`config.mk`:
```
export PLATFORM = sky130hd
export DESIGN_NAME = bcd_chain_ctr
export DESIGN_NICKNAME = d
export VERILOG_FILES = /design/src/rtl/bcd_chain_ctr_pkg.sv /design/src/rtl/bcd_chain_ctr_bcd_digit.sv /design/src/rtl/bcd_chain_ctr.sv
export SDC_FILE = /design/constraint.sdc
export NUM_CORES = 1
export LEC_CHECK = 0
export CELL_PAD_IN_SITES_DETAIL_PLACEMENT = 1
export CELL_PAD_IN_SITES_GLOBAL_PLACEMENT = 2
export CORE_AREA = 4 4 91 67
export CTS_BUF_LIST = sky130_fd_sc_hd__clkbuf_16
export DETAILED_ROUTE_END_ITERATION = 7
export DIE_AREA = 0 0 95 71
export GPL_TIMING_DRIVEN = 0
export PLACE_DENSITY = 0.93
export SLEW_MARGIN = 20
export SYNTH_ARGS = -nofsm -noshare
export SYNTH_HDL_FRONTEND = slang
export SYNTH_SLANG_ARGS = --single-unit
```
`constraint.sdc`:
```
create_clock -name sys_clk -period 4 [get_ports sys_clk]
set_input_delay 0.6 -clock sys_clk [delete_from_list [all_inputs] [get_ports sys_clk]]
set_output_delay 0.6 -clock sys_clk [all_outputs]
set_load 0.1 [all_outputs]
```
`src/rtl/bcd_chain_ctr_pkg.sv`:
```
// Shared constants, types and parameter checks for the multi-digit BCD
// counter and its per-digit slice.
package bcd_chain_ctr_pkg;

  localparam int           BCD_W      = 4;
  localparam logic [3:0]   BCD_NINE   = 4'h9;
  localparam int           MAX_DIGITS = 8;
  localparam int           MAX_VEC_W  = BCD_W * MAX_DIGITS;

  // What the whole chain does on a given edge.
  typedef enum logic [1:0] {
    OP_HOLD = 2'd0,
    OP_LOAD = 2'd1,
    OP_STEP = 2'd2,
    OP_WRAP = 2'd3
  } op_e;

  typedef struct packed {
    logic up;
    logic wrap;
  } mode_t;

  function automatic logic [BCD_W-1:0] digit_max_nib(
    input logic [MAX_VEC_W-1:0] max_vec,
    input int                   idx
  );
    return max_vec[idx*BCD_W +: BCD_W];
  endfunction

  // True when the digit count is in range and every used nibble is 1..9.
  function automatic bit params_ok(
    input int                   num_digits,
    input logic [MAX_VEC_W-1:0] max_vec
  );
    logic [BCD_W-1:0] nib;
    if (num_digits < 1 || num_digits > MAX_DIGITS) return 1'b0;
    for (int i = 0; i < MAX_DIGITS; i++) begin
      if (i < num_digits) begin
        nib = digit_max_nib(max_vec, i);
        if (nib == '0 || nib > BCD_NINE) return 1'b0;
      end
    end
    return 1'b1;
  endfunction

endpackage

```
`src/rtl/bcd_chain_ctr_bcd_digit.sv`:
```
// One BCD digit with a compile-time maximum: clamped load, step up/down with
// roll-over at 0/max, and at_max/at_zero status for the chain's ripple logic.
module bcd_digit
  import bcd_chain_ctr_pkg::*;
(
  input  logic             sys_clk,
  input  logic             reset_n,
  input  logic             step,
  input  logic             up,
  input  logic [BCD_W-1:0] max,
  input  logic             load,
  input  logic [BCD_W-1:0] load_val,
  output logic [BCD_W-1:0] digit,
  output logic             at_max,
  output logic             at_zero
);

  logic [BCD_W-1:0] digit_d, digit_q;

  assign at_max  = (digit_q == max);
  assign at_zero = (digit_q == '0);
  assign digit   = digit_q;

  // NOTE: every always_comb output gets a default on entry so no path
  // leaves it unassigned, which would otherwise infer a latch.
  always_comb begin
    digit_d = digit_q;
    if (load) begin
      // max never exceeds 9, so this also catches non-BCD nibbles A-F.
      digit_d = (load_val > max) ? max : load_val;
    end else if (step) begin
      if (up) digit_d = at_max  ? '0  : digit_q + 4'd1;
      else    digit_d = at_zero ? max : digit_q - 4'd1;
    end
  end

  // NOTE: state registers use non-blocking assignments so all flops sample
  // their inputs from the same pre-edge values.
  always_ff @(posedge sys_clk or negedge reset_n) begin
    if (!reset_n) digit_q <= '0;
    else          digit_q <= digit_d;
  end

endmodule

```
`src/rtl/bcd_chain_ctr.sv`:
```
// Multi-digit BCD up/down counter with per-digit maxima, clamped load,
// wrap/saturate end mode, terminal-count pulse and end-of-range flag.
module bcd_chain_ctr
  import bcd_chain_ctr_pkg::*;
#(
  parameter int                          NUM_DIGITS = 4,
  parameter logic [BCD_W*NUM_DIGITS-1:0] DIGIT_MAX  = 16'h5959
) (
  input  logic                          sys_clk,
  input  logic                          reset_n,
  input  logic                          count_enb,
  input  logic                          cfg_up,
  input  logic                          cfg_wrap,
  input  logic                          load_cnt,
  input  logic [BCD_W*NUM_DIGITS-1:0]   load_value,
  output logic [BCD_W*NUM_DIGITS-1:0]   count_out,
  output logic                          tc_pulse,
  output logic                          at_limit
);

  localparam logic [MAX_VEC_W-1:0] MAX_VEC = MAX_VEC_W'(DIGIT_MAX);

  if (!params_ok(NUM_DIGITS, MAX_VEC)) begin : g_param_error
    $error("bcd_chain_ctr: NUM_DIGITS must be 1..8 and each DIGIT_MAX nibble 1..9");
  end

  mode_t                mode;
  op_e                  op;
  logic [NUM_DIGITS-1:0] at_max, at_zero, lower_match, digit_step;
  logic [NUM_DIGITS:0]   ripple;
  logic                  at_end, step_en;
  logic                  tc_d, tc_q;

  assign mode = '{up: cfg_up, wrap: cfg_wrap};

  // ripple[i] is high when every digit below i sits at its end value for the
  // current direction; ripple[NUM_DIGITS] therefore marks end of range.
  assign lower_match = mode.up ? at_max : at_zero;

  always_comb begin
    ripple[0] = 1'b1;
    for (int i = 0; i < NUM_DIGITS; i++) begin
      ripple[i+1] = ripple[i] & lower_match[i];
    end
  end

  assign at_end   = ripple[NUM_DIGITS];
  assign at_limit = at_end;

  always_comb begin
    op = OP_HOLD;
    if (load_cnt) begin
      op = OP_LOAD;
    end else if (count_enb) begin
      if (!at_end)        op = OP_STEP;
      else if (mode.wrap) op = OP_WRAP;
      else                op = OP_HOLD;
    end
  end

  // A wrap is an ordinary step in which every digit's ripple enable is set.
  assign step_en    = (op == OP_STEP) || (op == OP_WRAP);
  assign digit_step = ripple[NUM_DIGITS-1:0] & {NUM_DIGITS{step_en}};
  assign tc_d       = (op == OP_WRAP);

  for (genvar i = 0; i < NUM_DIGITS; i++) begin : g_digit
    localparam logic [BCD_W-1:0] MAX_I = digit_max_nib(MAX_VEC, i);

    bcd_digit u_digit (
      .sys_clk  (sys_clk),
      .reset_n  (reset_n),
      .step     (digit_step[i]),
      .up       (mode.up),
      .max      (MAX_I),
      .load     (op == OP_LOAD),
      .load_val (load_value[i*BCD_W +: BCD_W]),
      .digit    (count_out[i*BCD_W +: BCD_W]),
      .at_max   (at_max[i]),
      .at_zero  (at_zero[i])
    );
  end

  always_ff @(posedge sys_clk or negedge reset_n) begin
    if (!reset_n) tc_q <= 1'b0;
    else          tc_q <= tc_d;
  end

  assign tc_pulse = tc_q;

endmodule

```
After elaboration in Yosys (flattened, before gate mapping) --
Index checks and enable logic that the tools add are counted.
Storage, ports and cells: bits in registers 17, bits of input ports 22, output and inout port bits 18
Cells by class: mux-type cells 29, reduce and logical (&&, ||, !) cells 9, magnitude comparators 4, add/subtract/negate cells 8, eq/ne operators 7, bitwise logic cells 4
Operators with widths (number):
- two-way mux 4 bit | 25
- adder 4 x 1 -> 4 bit, second input constant | 4
- logical NOT 4 bit | 4
- subtractor 4 x 1 -> 4 bit, second input constant | 4
- == test 4 x 3 -> 1 bit, second input constant | 2
- == test 4 bit, second input constant | 2
- greater-than comparator 4 x 3 -> 1 bit, second input constant | 2
- greater-than comparator 4 bit, second input constant | 2
- two-way mux 2 bit | 4
- nonzero test 2 bit | 4
- AND 4 bit | 1
- == test 2 bit, second input constant | 2
- AND 1 bit | 3
- == test 2 x 1 -> 1 bit, second input constant | 1
- logical OR 1 bit | 1

Logic depth before layout (Yosys ltp) --
depth in word-level cells 13, depth in mapped cells 8, mapped depth without buffers 5

Hierarchy --
From an unflattened synthesis, not the netlist that was laid out.
Second synthesis, totals: cell total of the unflattened synthesis 310, area, all modules 2596.2 µm²
Modules (own cells, without submodules):
- bcd_digit | instances 4, cells each 72, seq. area each 100.1 µm², area each 595.6 µm²
- bcd_chain_ctr | instances 1, cells each 22, seq. area each 25.0 µm², area each 214.0 µm²

Least setup slack after synthesis --
Ideal clock, no wire load.
path type register to output, start register g_digit[3].u_digit.digit_q[0], end output at_limit, arrival time 2.523 ns, cell stages (with the launch flop) 5, setup slack 0.877 ns, path buffers 1, data required time 3.400 ns, path through dfrtp_1 -> buf_2 -> or3_1 -> a211oi_1 -> and4_1
Between the ends: longest elaborated chain between the ends 3, elaborated cells on any way between the ends 4, those cells by class 1 x eq/ne; 1 x mux; 1 x bitwise; 1 x reduce/logical
RTL lines:
- start, declared | RTL line bcd_chain_ctr_bcd_digit.sv:18 | logic [BCD_W-1:0] digit_d, digit_q;
- start signal, assigned | RTL line bcd_chain_ctr_bcd_digit.sv:41 | else digit_q <= digit_d;
- == test 4 x 3 -> 1 bit or logical NOT 4 bit (tied branches) | RTL line bcd_chain_ctr_bcd_digit.sv:20, bcd_chain_ctr_bcd_digit.sv:21
- two-way mux 4 bit * | RTL line bcd_chain_ctr.sv:38 | assign lower_match = mode.up ? at_max : at_zero;
- AND 1 bit * | RTL line bcd_chain_ctr.sv:43 | ripple[i+1] = ripple[i] & lower_match[i];
- end, declared | RTL line bcd_chain_ctr.sv:18 | output logic at_limit
Every way passes the cells marked *; elsewhere a longest branch is shown, timed or not.

Final worst setup path --
Same ends and word-level chain as after synthesis.

==> impl_summary.md <==
Run status
The run finished with clean final reports.

Timing
The number of slew-limit violations in the final report is 0. The transition time at the pin with the least slew margin is 0.989 ns. The accumulated negative setup slack is 0 ns. The final critical delay including setup and external delays is 3.50 ns.

The count of final setup violators is 0. Headroom to the max-slew limit came out at 0.339. Based on the critical path, the design can be clocked at up to 0.286 GHz. The number of hold-slack violations in the final timing report is 0. The final cycle utilization of the critical path is 0.876. Across the routed clock network, the largest skew measured is 0.00157 ns. Setup repair after global routing left no endpoint under its margin.

Min path
The worst hold path depth is 2. The class of the worst hold path is reg2reg.

Synthesis
Dividing the synthesized area by the synthesized cell count gives 7.92 µm². After technology mapping, the gate count stands at 186. The synthesized flop and latch total is 17. The number of nets in the synthesized netlist is 208. The number of flops mapped to enable cells by yosys is 0. Counting flops with an async set or reset pin after synthesis yields a share of 1.00. The sequential area share after synthesis is 0.289.

Synthesis instantiated 45 different standard cells from the library. The main flop type after synthesis is sky130_fd_sc_hd__dfrtp_1. The cell area after synthesis is 1470 µm². During synthesis, Yosys emitted a total of 0 warnings.

Die
In this run the vertical extent of the chip is 71 µm. The row count is 22. The top-level port count is 40. The core region is 5170 µm². For this configuration, the core starts out at a cell density of 0.285. The die covers 6750 µm². The chip width is 95 µm.

Detailed routing
Dividing the detail-routed wire length by the instance count gives 15.3 µm. The residual antenna-violating net count after detailed routing is 0. The final layout contains routed wiring with a total length of 4.60 mm. For this block, the via count after detailed routing is 1552. For this run, the detailed router's first-pass iteration total came to 4. In the routed design, unresolved DRC markers number 0. The detailed router's first-iteration violation count is 36. In the routed layout, each cell is associated on average with a via count of 5.17.

Clocking
The number of gates resized after CTS is 0. The buffers inserted during post-CTS setup optimization is 0. The root buffer cell is sky130_fd_sc_hd__clkbuf_16.

CTS built an H-tree with a depth of 1. The clock slew at the register clock pins of the worst setup and hold paths is 0.05 ns. For the worst-skew pair, the clock arrives at the later sink with an insertion delay of 0.25 ns. In this run, post-CTS hold repair placed 0 buffers. Clock tree synthesis inserted a total of 3 buffers. TritonCTS built the clock tree. The maximum clock path buffer count is 2. The number of sinks driven by the clock tree is 17.

Worst setup path
The launching element type of the critical path is a flip-flop. Walking the worst path, the cells encountered are buf_2 > or3_1 > a211oi_1 > and4_1 > clkdlybuf4s50_1. The setup path with the least slack is of type reg2out. The number of cells on the worst reg-to-reg path is 6. The endpoint kind of the worst setup timing path is an output pin. On the worst path, the slowest cell contributes a delay of 1.16 ns. The slowest stage of the critical path is the sky130_fd_sc_hd__clkdlybuf4s50_1 cell. Grouping stages by cell kind, the critical path spends the most delay in buffers and inverters. The worst-path maximum fanout is 9.

At the worst endpoint, the required time is 3.40 ns. Counting both buffers and inverters, the worst setup path holds a total of 2. Data on the critical path arrives at its endpoint at 2.90 ns. The number of gates on the worst path with buffers counted is 5.

Global routing
The maximum number of pins on one net before global-route repair is 18. The initial antenna violation count came to 0. For this run the aggregate overflow at the end of global routing stands at 0. Across every metal layer, demand over resource in global routing totals 0.138. The first-pass GRT wire length is 7.45 mm. The via count of the first global-routing pass is 1523.

Power and ir drop
The part of the power in registers is 0.282. The clock share of power is 0.283. The switching component of the power is 305 µW. Power spread over the standard cell area amounts to 361 nW/µm².

The peak supply drop is 0.217 mV. The share of total power dissipated in combinational logic is 0.435. Of the total power, the share spent switching nets is 0.418. For this design the static power due to leakage is 0.728 nW. The cell-internal power is 424 µW.

Placement
Buffers placed on the I/O ports in this run total 38. Detailed placement ended at an HPWL of 3.50 mm. The weighted congestion reported at the end of routability-driven placement is 0.794. The count of placed standard cells including taps is 296.

Flow run
Across the run, the number of max-cap violations was 0.

Layout
The share of layout cells above drive strength 1 is 0.0658. The diode insertion count for antenna repair is 0. The finished layout holds 300 standard cells, fillers aside.

For this run, the post-layout net count is 251. The relative area change from synthesis to final layout is 37.3%.
==> cell type report <==
class                   instances  area [µm²]
plain buffers                  18        75.1
clock buffers                   3        75.1
clock inverters                 1        3.75
fillers                       640        3150
inverters                       7        26.3
multi-input cells             144         946
flip-flops and latches         17         425
well taps                      72        90.1
repair buffers                 38         380
==> path summary, 6_finish.rpt <==
check / from / to / slack (ns)
min: g_digit[0].u_digit.digit[3]$_DFFE_PN0P_ / g_digit[0].u_digit.digit[3]$_DFFE_PN0P_ / 0.70
max in group asynchronous: reset_n / g_digit[3].u_digit.digit[3]$_DFFE_PN0P_ / 2.63
max: g_digit[3].u_digit.digit[0]$_DFFE_PN0P_ / at_limit / 0.50
min reg2reg: g_digit[0].u_digit.digit[3]$_DFFE_PN0P_ / g_digit[0].u_digit.digit[3]$_DFFE_PN0P_ / 0.70
max reg2reg: g_digit[3].u_digit.digit[0]$_DFFE_PN0P_ / g_digit[0].u_digit.digit[0]$_DFFE_PN0P_ / 1.80
min in group asynchronous: reset_n / g_digit[0].u_digit.digit[0]$_DFFE_PN0P_ / 0.84
==> state kept, by name, indices dropped and copies added, names as in the netlist <==
register / count
g_digit.u_digit.digit: 16
tc_pulse: 1
==> cell usage in the layout (no fill, tap or decap), drive strengths merged, types with 2 or more instances in the layout <==
cell,synthesis,final
a21oi,11,11
nor4,2,2
dfrtp,17,17
a31oi,2,2
a221o,2,2
nand2,13,13
inv,7,8
buf,9,9
a221oi,2,2
o21a,4,4
nor2,12,12
clkdlybuf4s50,0,38
o21ai,20,20
nand3b,2,2
xnor2,8,8
nand2b,3,3
and3,3,3
o22ai,7,7
a211oi,6,6
or3,5,5
a211o,3,3
mux2i,8,8
nand3,6,6
clkbuf,9,12
nor3,9,9
==> cell usage after synthesis (2+ instances only) <==
| cell | number | share of area |
|---|---|---|
| sky130_fd_sc_hd__dfrtp_1 | 17 | 0.29 |
| sky130_fd_sc_hd__nand2_1 | 13 | 0.033 |
| sky130_fd_sc_hd__nand3_1 | 6 | 0.020 |
| sky130_fd_sc_hd__o21ai_0 | 18 | 0.061 |
| sky130_fd_sc_hd__a21oi_1 | 11 | 0.037 |
| sky130_fd_sc_hd__inv_1 | 7 | 0.018 |
| sky130_fd_sc_hd__o21a_1 | 4 | 0.020 |
| sky130_fd_sc_hd__a221o_1 | 2 | 0.014 |
| sky130_fd_sc_hd__and3_1 | 3 | 0.013 |
| sky130_fd_sc_hd__mux2i_1 | 8 | 0.054 |
| sky130_fd_sc_hd__a211oi_1 | 4 | 0.020 |
| sky130_fd_sc_hd__buf_2 | 6 | 0.020 |
| sky130_fd_sc_hd__xnor2_1 | 8 | 0.048 |
| sky130_fd_sc_hd__nand3b_1 | 2 | 0.010 |
| sky130_fd_sc_hd__clkbuf_1 | 9 | 0.023 |
| sky130_fd_sc_hd__nor2_1 | 12 | 0.031 |
| sky130_fd_sc_hd__nor3_1 | 9 | 0.031 |
| sky130_fd_sc_hd__nor4_1 | 2 | 0.0085 |
| sky130_fd_sc_hd__nand2b_1 | 3 | 0.013 |
| sky130_fd_sc_hd__a221oi_1 | 2 | 0.012 |
| sky130_fd_sc_hd__a31oi_1 | 2 | 0.0085 |
| sky130_fd_sc_hd__a211o_1 | 3 | 0.018 |
| sky130_fd_sc_hd__or3_1 | 4 | 0.017 |
| sky130_fd_sc_hd__buf_1 | 3 | 0.0076 |
| sky130_fd_sc_hd__o21ai_1 | 2 | 0.0068 |
| sky130_fd_sc_hd__o22ai_1 | 7 | 0.030 |
==> per-layer routing <==
layer	track usage	vias to the layer above	wire length [µm]
met4	0.0144	0	12
met5	0	-	0
met3	0.0393	2	260
li1	-	773	-
met1	0.189	737	2240
met2	0.224	40	2080
==> power groups by stage <==
| stage | Sequential [mW] | Clock [mW] | Combinational (mW) |
|---|---|---|---|
| floorplan | 0.312 | 0 | 0.123 |
| global placement | 0.209 | 0 | 0.312 |
| detailed placement | 0.209 | 0 | 0.318 |
| CTS | 0.206 | 0.210 | 0.319 |
| global route | 0.209 | 0.220 | 0.339 |
| finish | 0.206 | 0.207 | 0.317 |
==> through the flow <==
stage,setup slack [ns],util,hold slack [ns],power [mW],instance area (µm²)
2_1_floorplan,0.877,-,0.304,0.435,1470
3_3_place_gp,0.531,0.375,0.670,0.521,1940
3_5_place_dp,0.484,0.375,0.688,0.527,1940
4_1_cts,0.486,0.391,0.698,0.735,2020
5_1_grt,0.409,0.391,0.755,0.767,2020
6_report,0.498,0.391,0.704,0.729,2020
==> worst register-to-register path: stages, from the launching register on <==
cell,delay [ns]
sky130_fd_sc_hd__dfrtp_1,0.37
sky130_fd_sc_hd__buf_2,0.18
sky130_fd_sc_hd__or3_1,0.43
sky130_fd_sc_hd__a2111oi_4,0.48
sky130_fd_sc_hd__a41oi_1,0.28
sky130_fd_sc_hd__xnor2_1,0.23
sky130_fd_sc_hd__o21ai_0,0.10
==> cells by family after synthesis <==
| kind of cell | synth area share |
|---|---|
| DFF | 0.289 |
| muxes | 0.0620 |
| and+or+nand+nor | 0.218 |
| xor gates and xnor gates | 0.0535 |
| buffers and inverters | 0.0688 |
| AOI/OAI and AO/OA | 0.308 |
Note: power is estimated with default switching activity, not from simulation.
